$ cat src/rtl/bus_addr_pkg.sv
// Shared FSM type, region indices and error-counter helpers for bus_addr_ctrl.
package bus_addr_pkg;

   typedef enum logic [1:0] {
      IDLE,
      ACCESS,
      RESP
   } state_t;

   localparam int REG_MATRIX = 0;
   localparam int REG_RAM_A  = 1;
   localparam int REG_RAM_B  = 2;
   localparam int REG_RAM_C  = 3;

   localparam int ERR_CNT_W = 8;

   // Count up, holding at all-ones instead of wrapping.
   function automatic logic [ERR_CNT_W-1:0] sat_inc(input logic [ERR_CNT_W-1:0] v);
      return (&v) ? v : v + ERR_CNT_W'(1);
   endfunction

endpackage

$ cat src/rtl/bus_addr_timer.sv
// ACCESS-phase wait timer: counts enabled cycles and flags the last one before timeout.
module bus_addr_timer #(
   parameter int TIMEOUT = 15
) (
   input  logic clk,
   input  logic reset_n,
   input  logic clear,
   input  logic enable,
   output logic expired
);

   localparam int CNT_W = $clog2(TIMEOUT + 1);

   logic [CNT_W-1:0] count;

   // NOTE: sequential state uses non-blocking assignments so every flop samples pre-edge values.
   always_ff @(posedge clk) begin
      if (!reset_n || clear) begin
         count <= '0;
      end else if (enable) begin
         count <= count + CNT_W'(1);
      end
   end

   // Qualified by enable so a same-cycle ack always beats the timeout.
   assign expired = enable && (count == CNT_W'(TIMEOUT - 1));

endmodule

$ cat src/rtl/bus_addr_ctrl.sv
// Registered bus address decoder and single-outstanding transaction controller.
// Define BUS_ADDR_TIMEOUT_EN to include the ACCESS timeout timer and its error path.
module bus_addr_ctrl
   import bus_addr_pkg::*;
#(
   parameter int ADDR_W     = 8,
   parameter int REGION_W   = 3,
   parameter int NUM_SLAVES = 4,
   parameter int TIMEOUT    = 15
) (
   input  logic                  clk,
   input  logic                  reset_n,
   input  logic                  m_req,
   input  logic [ADDR_W-1:0]     m_addr,
   output logic                  m_ack,
   output logic                  m_err,
   output logic [NUM_SLAVES-1:0] s_sel,
   input  logic [NUM_SLAVES-1:0] s_ack,
   output logic                  busy,
   output logic [ERR_CNT_W-1:0]  err_cnt
);

   if (NUM_SLAVES < 1 || NUM_SLAVES > (1 << REGION_W) || TIMEOUT < 1 ||
       REGION_W > ADDR_W) begin : g_param_check
      $error("bus_addr_ctrl: illegal parameter combination");
   end

   state_t              state;
   logic [REGION_W-1:0] region;
   logic                mapped;
   logic                hit;
   logic                timeout;
   logic                unused_addr_bits;

   assign region           = m_addr[ADDR_W-1 -: REGION_W];
   assign mapped           = int'(region) < NUM_SLAVES;
   assign unused_addr_bits = ^m_addr[ADDR_W-REGION_W-1:0];

   // s_sel holds the latched region as a one-hot, so masking s_ack with it
   // selects the addressed slave's ack and discards all others.
   assign hit = |(s_ack & s_sel);

`ifdef BUS_ADDR_TIMEOUT_EN
   bus_addr_timer #(
      .TIMEOUT (TIMEOUT)
   ) u_timer (
      .clk     (clk),
      .reset_n (reset_n),
      .clear   (state != ACCESS),
      .enable  (state == ACCESS && !hit),
      .expired (timeout)
   );
`else
   assign timeout = 1'b0;
`endif

   always_ff @(posedge clk) begin
      if (!reset_n) begin
         state   <= IDLE;
         s_sel   <= '0;
         m_ack   <= 1'b0;
         m_err   <= 1'b0;
         busy    <= 1'b0;
         err_cnt <= '0;
      end else begin
         m_ack <= 1'b0;
         m_err <= 1'b0;
         unique case (state)
            IDLE: begin
               if (m_req) begin
                  busy <= 1'b1;
                  if (mapped) begin
                     s_sel <= NUM_SLAVES'(1) << region;
                     state <= ACCESS;
                  end else begin
                     m_err   <= 1'b1;
                     err_cnt <= sat_inc(err_cnt);
                     state   <= RESP;
                  end
               end
            end
            ACCESS: begin
               if (hit) begin
                  s_sel <= '0;
                  m_ack <= 1'b1;
                  state <= RESP;
               end else if (timeout) begin
                  s_sel   <= '0;
                  m_err   <= 1'b1;
                  err_cnt <= sat_inc(err_cnt);
                  state   <= RESP;
               end
            end
            RESP: begin
               busy  <= 1'b0;
               state <= IDLE;
            end
            default: begin
               s_sel <= '0;
               busy  <= 1'b0;
               state <= IDLE;
            end
         endcase
      end
   end

endmodule
$ cat config.mk
export PLATFORM = sky130hd
export DESIGN_NAME = bus_addr_ctrl
export DESIGN_NICKNAME = d
export VERILOG_FILES = /design/src/rtl/bus_addr_pkg.sv /design/src/rtl/bus_addr_timer.sv /design/src/rtl/bus_addr_ctrl.sv
export SDC_FILE = /design/constraint.sdc
export NUM_CORES = 1
export LEC_CHECK = 0
export ABC_AREA = 1
export CAP_MARGIN = 30
export CORE_UTILIZATION = 39
export CTS_BUF_LIST = sky130_fd_sc_hd__clkbuf_16
export CTS_CLUSTER_DIAMETER = 40
export DETAILED_ROUTE_END_ITERATION = 16
export PLACE_DENSITY = 0.73
export SYNTH_ARGS = -nofsm -noshare
export SYNTH_HDL_FRONTEND = slang
export SYNTH_SLANG_ARGS = --single-unit
export TNS_END_PERCENT = 50
$ cat constraint.sdc
create_clock -name clk -period 1.3 [get_ports clk]
set_clock_uncertainty 0.05 [all_clocks]
set_input_delay 0.195 -clock clk [delete_from_list [all_inputs] [get_ports clk]]
set_output_delay 0.195 -clock clk [all_outputs]
set_load 0.01 [all_outputs]
# Word level (Yosys, flattened, before mapping)
# Cells that the tools add are included.
dict set report classes {
  reduce_logical 9
  bitwise 5
  addsub 1
  eq_ne 5
  mux 12
  order_cmp 1
  n_shift 1
}
# cell count
set ops {}
lappend ops {{4-bit 2-to-1 mux} 3}
lappend ops {{4-bit case mux with 3 select lines} 1}
lappend ops {{8-bit by 1-bit adder with 8-bit output, second input constant} 1}
lappend ops {{4-bit AND reduction} 2}
lappend ops {{8-bit AND reduction} 1}
lappend ops {{2-bit 2-to-1 mux} 3}
lappend ops {{2-bit != test, second input constant} 3}
lappend ops {{2-bit AND reduction} 3}
lappend ops {{4-bit bitwise AND} 1}
lappend ops {{1-bit NOT} 4}
lappend ops {{2-bit case mux with 2 select lines} 1}
lappend ops {{4-bit OR reduction} 1}
lappend ops {{1-bit by 3-bit << shifter with 4-bit output, first input constant} 1}
lappend ops {{3-bit < comparator, second input constant} 1}
lappend ops {{1-bit 2-to-1 mux} 3}
lappend ops {{3-bit AND reduction} 1}
lappend ops {{2-bit by 1-bit equality test with 1-bit output, second input constant} 1}
lappend ops {{2-bit equality test, second input constant} 1}
lappend ops {{2-bit zero test} 1}
lappend ops {{1-bit case mux with 2 select lines} 1}
dict set report word_totals {
  input_bits 15
  out_inout_bits 15
  register_bits 17
  word_cells 40
}

# Logic depth before layout (Yosys ltp)
# Gate-level depths: netlist (run 1).
dict set report depth {
  depth_word 4
  mapped_depth 8
}

# Worst setup path before layout (run 1)
# OpenSTA, ideal clock, no wires.
dict set report synth_path {
  path_kind {register to register}
  start {register err_cnt[1]}
  end {register err_cnt[1]}
  setup_ps 116
  setup_slack_ps -63
  arrival_time_ps 1197
  path_stages_with_launch 9
  required_time_ps 1134
  path_cell_list {dfxtp_1 -> ha_1 -> nand2_1 -> nor2_4 -> nand2_4 -> nand2_4 -> inv_1 -> nor2_1 -> nor2_1}
}
dict set report synth_via {
  elab_chain_len 3
  elab_cells_between_ends 4
  cone_classes {1 x add/sub; 1 x bitwise; 2 x reduce/logical}
}
# element line
set synth_rtl {}
lappend synth_rtl {{start: declaration} bus_addr_ctrl.sv:20} ;# output logic [ERR_CNT_W-1:0] err_cnt
lappend synth_rtl {{start signal: assignment} bus_addr_ctrl.sv:77} ;# err_cnt <= sat_inc(err_cnt);
lappend synth_rtl {{start signal: assignment} bus_addr_ctrl.sv:90} ;# err_cnt <= sat_inc(err_cnt);
lappend synth_rtl {{branches (longest 3 deep; another with 8-bit by 1-bit adder with 8-bit output)} n/a}
# Several ways; the timed one is not identified.
# A chain may end at the register's enable or synchronous reset.

# Worst setup path in the final report (run 1)
dict set report layout_path {
  start {register err_cnt[1]}
  end {register err_cnt[4]}
}
# The elaborated chain is that of the path after synthesis.

==> results of run 1 <==
flip-flops by register name, summed over array words and instances, names as in the netlist:
| signal | count |
|---|---|
| m_err | 1 |
| s_sel | 4 |
| state | 2 |
| err_cnt | 8 |
| busy | 1 |
| m_ack | 1 |
Yosys cell counts, types with 2 or more instances:
cell     number  share of area
nor3_1        2          0.011
o21ai_0       5          0.028
nand2_1      34           0.14
a21oi_1      11          0.062
inv_1        14          0.060
nand2_4       2          0.026
nor2_4        2          0.026
nor2_1       20          0.085
nand4_1       2          0.014
nand3_1      18           0.10
dfxtp_1      17           0.39
metrics by stage:
step | setup slack, ns | instance area [um2] | total power, uW
floorplan | 0.00420 | 885 | 722
global placement | -0.179 | 1240 | 844
detailed placement | -0.215 | 1240 | 853
CTS | 0.00331 | 1310 | 1450
global route | -0.0327 | 1390 | 1540
finish | -0.00413 | 1390 | 1490
kinds of logic (layout without fill, tap and decap cells):
| kind of cell | Yosys count | count (layout) | synth area share |
|---|---|---|---|
| compound gates | 16 | 16 | 0.0908 |
| xor+xnor | 1 | 1 | 0.00993 |
| fa+ha+maj | 1 | 1 | 0.0142 |
| buf+inv | 16 | 57 | 0.0695 |
| flops | 17 | 17 | 0.386 |
| simple gates | 83 | 83 | 0.430 |
timing repair:
item / CTS / global route
pin swaps: 0 / 10
resized for setup: 17 / 25
cloned: 0 / 0
setup endpoints to repair: 16 / 12
setup buffers: 0 / 2
layout by cell type (no fill, tap or decap), types with 4 or more instances in the layout:
master	count
dlygate4sd2_1	15
nor2_1	16
clkdlybuf4s50_1	8
a21oi_1	11
dfxtp_1	9
nand3_1	17
inv_1	14
buf_4	12
nand2_2	4
dfxtp_2	8
nor2_4	5
nand2_1	30
routing by layer:
metal  vias up  GRT usage  part of all wire  wire, um
met4         0      0.148             0.029        74
met5         -          0                 0         0
met3         9     0.0463             0.048       121
li1        518          -                 -         -
met1       487      0.222              0.40      1030
met2        41      0.345              0.52      1320
where the power goes:
group	internal, uW	switching [uW]	total, uW
sequential	554	25.8	580
clock	410	224	633
combinational	129	148	277
cell type report:
class | instances | area (um2)
inverter | 15 | 56.3
fill | 187 | 648
tap | 27 | 33.8
multi-input combinational | 101 | 538
timing repair buffer | 38 | 337
sequential | 17 | 350
clock buffer | 3 | 75.1
clock inverter | 1 | 3.75
tightest hold or removal path, cell delays in order:
cell and delay (ns):
dlymetal6s2s_1 0.16, nand3_1 0.10, a21oi_1 0.06
worst max path at each step:
stage	slack, ns	end	startpoint
after global routing	-0.03	err_cnt[2]	state[1]
after detailed placement	-0.21	err_cnt[0]	m_req
final	-0.004	err_cnt[4]	err_cnt[1]
after CTS	0.003	err_cnt[6]	err_cnt[0]
after global placement	-0.18	s_sel[2]	m_addr[7]
after floorplan	0.004	err_cnt[0]	err_cnt[0]
==> reports/qor.txt, run 1 <==
outcome = complete, but fails checks
failing checks = negative setup slack
Post-synth EDFFs = 0
iteration count of the initial detailed-routing pass = 4
WP data required = 1.43 ns
TNS Setup = -0.00413 ns
routed length per instance = 12.6 um
Layout Nets = 192
clk slew on worst S/H paths = 0.05 ns
CP cell instances = ha_4, nand2_4, nor2_1, nand2_1, nand2_1, nand3_1, a21oi_1
Most common cell on crit path = nand2_1
synthesis-stage register bit count = 17
Tmin final = 1.30 ns
fmax = 767 MHz
Synth cell types = 18
Peak supply drop = 0.000630 V
pin count of the biggest net entering global routing = 11
reg2reg end = err_cnt[4]
CTS sink cnt = 17
Worst Path Max Fanout = 3
core area = 2040 um2
GP Congestion = 0.867
post-synthesis instance total = 134
r2r setup slk = -0.004 ns
Avg Cell Area, Syn = 6.58 um2
Post-Syn Nets = 150
final antenna-violating net count = 0
Vias = 1055
dpl hpwl = 1680 um
HP Start = m_req
hold path depth = 3
Worst EP arrival = 1.43 ns
Buf/Inv on CP = 0
Ports = 30
gr ovfl total = 0
placed cell count = 196
Power per Cell Area = 1070 nW/um2
Worst Max-Slew Pin Slew = 0.260 ns
max-cap violation count = 0
YS warnings = 0
die area = 2460 um2
Primary FF master, synth = dfxtp_1
final setup vio count = 1
Global Route Usage Sum = 0.204
Worst Reg2Reg Path Length in Cells = 7
Mapped Area = 882 um2
Hold EP = state[0]
Top Family by Delay on Critical Path = simple AND/OR/NAND/NOR gates
CTS HTree Levels = 1
cell depth of the worst setup path = 7
Die X = 49.6 um
Min-Delay Path Class = input pin to flip-flop
relative slew slack = 0.826
post-layout util = 0.683
CTS root buf = clkbuf_16
Setup Crit Path Kind = flip-flop to flip-flop
Slew Limit Fails = 0
Non-Filler Instances = 202
antenna cells = 0
# rows = 16
CP endpoint kind = flip-flop
vias in the first global route = 907
Hold Violations, Final = 0
Critical-path top delay cell = dfxtp_2
worst r2r src = err_cnt[1]
ys async rst share = 0
cts bufs inserted = 3
leakage = 0.000687 uW
initial core utilization = 0.432
final worst slack = -0.00413 ns
Port Buf Inserts = 24
vias per cell = 5.22
Post-CTS Hold Buffers = 0
worst-case clock buffer depth = 2
hold_ws = 0.259 ns
RSZ-0062 raised after global routing = yes
Setup crit start kind = flip-flop
Layout area overhead = 58.0%
sequential cell area fraction in the yosys report = 0.386
Worst-Skew Late Latency = 0.25 ns
period utilization = 1.00
proportion of layout cells with a drive suffix above 1 = 0.240
DRC Markers = 0
first-pass GRT wire length = 3770 um
CP peak stage delay = 0.36 ns
CTS tree = built
1st-iter DRT viols = 27
WL final = 2550 um
initial antenna violation count = 0
die height = 49.6 um
(Power assumes the default switching activity.)
==> inputs of run 2 (changes only) <==
==> constraint.sdc (replaced) <==
create_clock -name clk -period 1.1 [get_ports clk]
set_clock_uncertainty 0.05 [all_clocks]
set_input_delay 0.165 -clock clk [delete_from_list [all_inputs] [get_ports clk]]
set_output_delay 0.165 -clock clk [all_outputs]
set_load 0.01 [all_outputs]
==> reports/qor.txt, run 2 (synthesized netlist as in run 1, its figures left out) <==
largest register by flop count = err_cnt (unchanged)
core area = 2040 um2 (unchanged)
die area = 2460 um2 (unchanged)
final antenna-violating net count = 0 (unchanged)
biggest regs = err_cnt x8, s_sel x4, state x2 (unchanged)
WP data required = 1.19 ns (was 1.43 ns)
Layout area overhead = 79.3% (was 58.0%)
outcome = complete, but fails checks (unchanged)
CTS HTree Levels = 1 (unchanged)
WL final = 2990 um (was 2550 um)
final worst slack = -0.192 ns (was -0.00413 ns)
# rows = 16 (unchanged)
total chip power = 1880 uW (was 1490 uW)
Most common cell on crit path = nand2_4 (was nand2_1)
post-layout util = 0.775 (was 0.683)
Slew Limit Fails = 0 (unchanged)
Layout Nets = 202 (was 192)
Vias = 1089 (was 1055)
Worst Max-Slew Pin Slew = 0.245 ns (was 0.260 ns)
dpl hpwl = 1710 um (was 1680 um)
antenna cells = 0 (unchanged)
Die X = 49.6 um (unchanged)
CP cell instances = ha_4, nand2_4, nor2_4, nand2_4, nand2_4, inv_2, nor2_1, nor2_1 (was ha_4, nand2_4, nor2_1, nand2_1, nand2_1, nand3_1, a21oi_1)
Peak supply drop = 0.000920 V (was 0.000630 V)
DRC Markers = 0 (unchanged)
Power per Cell Area = 1190 nW/um2 (was 1070 nW/um2)
Critical-path top delay cell = dfxtp_4 (was dfxtp_2)
proportion of layout cells with a drive suffix above 1 = 0.449 (was 0.240)
CP endpoint kind = flip-flop (unchanged)
reg2reg end = err_cnt[1] (was err_cnt[4])
final setup vio count = 13 (was 1)
leakage = 0.000730 uW (was 0.000687 uW)
Setup Crit Path Kind = flip-flop to flip-flop (unchanged)
Worst EP arrival = 1.38 ns (was 1.43 ns)
die height = 49.6 um (unchanged)
Hold Violations, Final = 0 (unchanged)
relative slew slack = 0.836 (was 0.826)
Top Family by Delay on Critical Path = simple AND/OR/NAND/NOR gates (unchanged)
most frequent cells in the layout = nand2_1 (26), buf_4 (22), nand3_1 (14), nor2_1 (12), inv_1 (9) (was nand2_1 (30), nand3_1 (17), nor2_1 (16), dlygate4sd2_1 (15), inv_1 (14))
initial core utilization = 0.432 (unchanged)
Ports = 30 (unchanged)
commonest non-fill, non-tap cell in the layout = nand2_1 (unchanged)
Worst Path Max Fanout = 6 (was 3)
iteration count of the initial detailed-routing pass = 4 (unchanged)
period utilization = 1.17 (was 1.00)
dpl ws = -0.396 ns (was -0.215 ns)
failing checks = negative setup slack (unchanged)
CTS root buf = clkbuf_16 (unchanged)
max FFs per register = 8 (unchanged)
clk slew on worst S/H paths = 0.06 ns (was 0.05 ns)
Global Route Usage Sum = 0.213 (was 0.204)
first-pass GRT wire length = 4020 um (was 3770 um)
worst-case clock buffer depth = 2 (unchanged)
Worst-Skew Late Latency = 0.25 ns (about the same)
hold path depth = 3 (unchanged)
initial antenna violation count = 0 (unchanged)
CTS sink cnt = 17 (unchanged)
fmax = 774 MHz (was 767 MHz)
Post-CTS Hold Buffers = 0 (unchanged)
worst r2r src = err_cnt[1] (unchanged)
RSZ-0062 raised after global routing = yes (unchanged)
max-cap violation count = 0 (unchanged)
CP peak stage delay = 0.36 ns (about the same)
1st-iter DRT viols = 14 (was 27)
Buf/Inv on CP = 1 (was 0)
vias in the first global route = 914 (was 907)
cts bufs inserted = 3 (unchanged)
HP Start = m_req (unchanged)
vias per cell = 5.14 (was 5.22)
GP Congestion = 0.892 (was 0.867)
gr ovfl total = 0 (unchanged)
CTS tree = built (unchanged)
Hold EP = state[0] (unchanged)
routed length per instance = 14.1 um (was 12.6 um)
Port Buf Inserts = 24 (unchanged)
pin count of the biggest net entering global routing = 11 (unchanged)
Min-Delay Path Class = input pin to flip-flop (unchanged)
Setup crit start kind = flip-flop (unchanged)
Worst Reg2Reg Path Length in Cells = 8 (was 7)
Tmin final = 1.29 ns (was 1.30 ns)
r2r setup slk = -0.19 ns (was -0.004 ns)
## run 2: final cells by class
| class | instances | area [um2] |
|---|---|---|
| clock buffer | 3 | 75.1 |
| clock inverter | 1 | 5.00 |
| fill | 152 | 460 |
| inverter | 15 | 61.3 |
| multi-input combinational | 102 | 646 |
| sequential | 17 | 364 |
| tap | 27 | 33.8 |
| timing repair buffer | 47 | 397 |
## run 2: report_power, final
| group | switching (uW) | internal (uW) | leakage [uW] | total, uW |
|---|---|---|---|---|
| Clock | 263 | 487 | 0.0000409 | 751 |
| Combinational | 237 | 201 | 0.000544 | 438 |
| Sequential | 40.4 | 654 | 0.000145 | 694 |
| Total | 541 | 1340 | 0.000730 | 1880 |
## run 2: tightest hold or removal path, stage by stage
cell and delay (ns):
dlymetal6s2s_1 0.17, nand3_1 0.11, a21oi_1 0.06
## run 2: per-layer routing
metal,global-route usage,share of wire,vias to the layer above
met5,0,0,-
met4,0.0857,0.029,0
met3,0.0370,0.049,13
met2,0.351,0.51,43
met1,0.272,0.41,498
li1,-,-,535
## run 2: worst max path at each step
| stage | startpoint | endpoint | cells past startpoint | slack [ns] |
|---|---|---|---|---|
| 6_report | err_cnt[1] | err_cnt[1] | 8 | -0.19 |
| 5_1_grt | err_cnt[1] | err_cnt[0] | 8 | -0.25 |
| 4_1_cts | err_cnt[0] | err_cnt[1] | 8 | -0.15 |
| 3_5_place_dp | m_req | err_cnt[0] | 6 | -0.40 |
| 3_3_place_gp | m_req | err_cnt[1] | 6 | -0.40 |
| 2_1_floorplan | err_cnt[1] | err_cnt[1] | 8 | -0.07 |
## run 2: per-stage QoR
| stage | TNS [ns] | hold WS, ns | instance area [um2] | std cells |
|---|---|---|---|---|
| 2_1_floorplan | -0.252 | 0.280 | 915 | 134 |
| 3_3_place_gp | -4.93 | 0.399 | 1300 | 199 |
| 3_5_place_dp | -5.21 | 0.404 | 1300 | 199 |
| 4_1_cts | -0.975 | 0.411 | 1380 | 203 |
| 5_1_grt | -2.08 | 0.267 | 1580 | 212 |
| 6_report | -1.45 | 0.238 | 1580 | 212 |
## run 2: timing repair
| action | CTS | global route |
|---|---|---|
| endpoints found under the setup margin | 29 | 22 |
| hold endpoints to repair | 0 | 0 |
| resized for setup | 29 | 54 |
| buffers inserted | 0 | 8 |
| gates cloned | 0 | 1 |
| pin swaps | 3 | 19 |
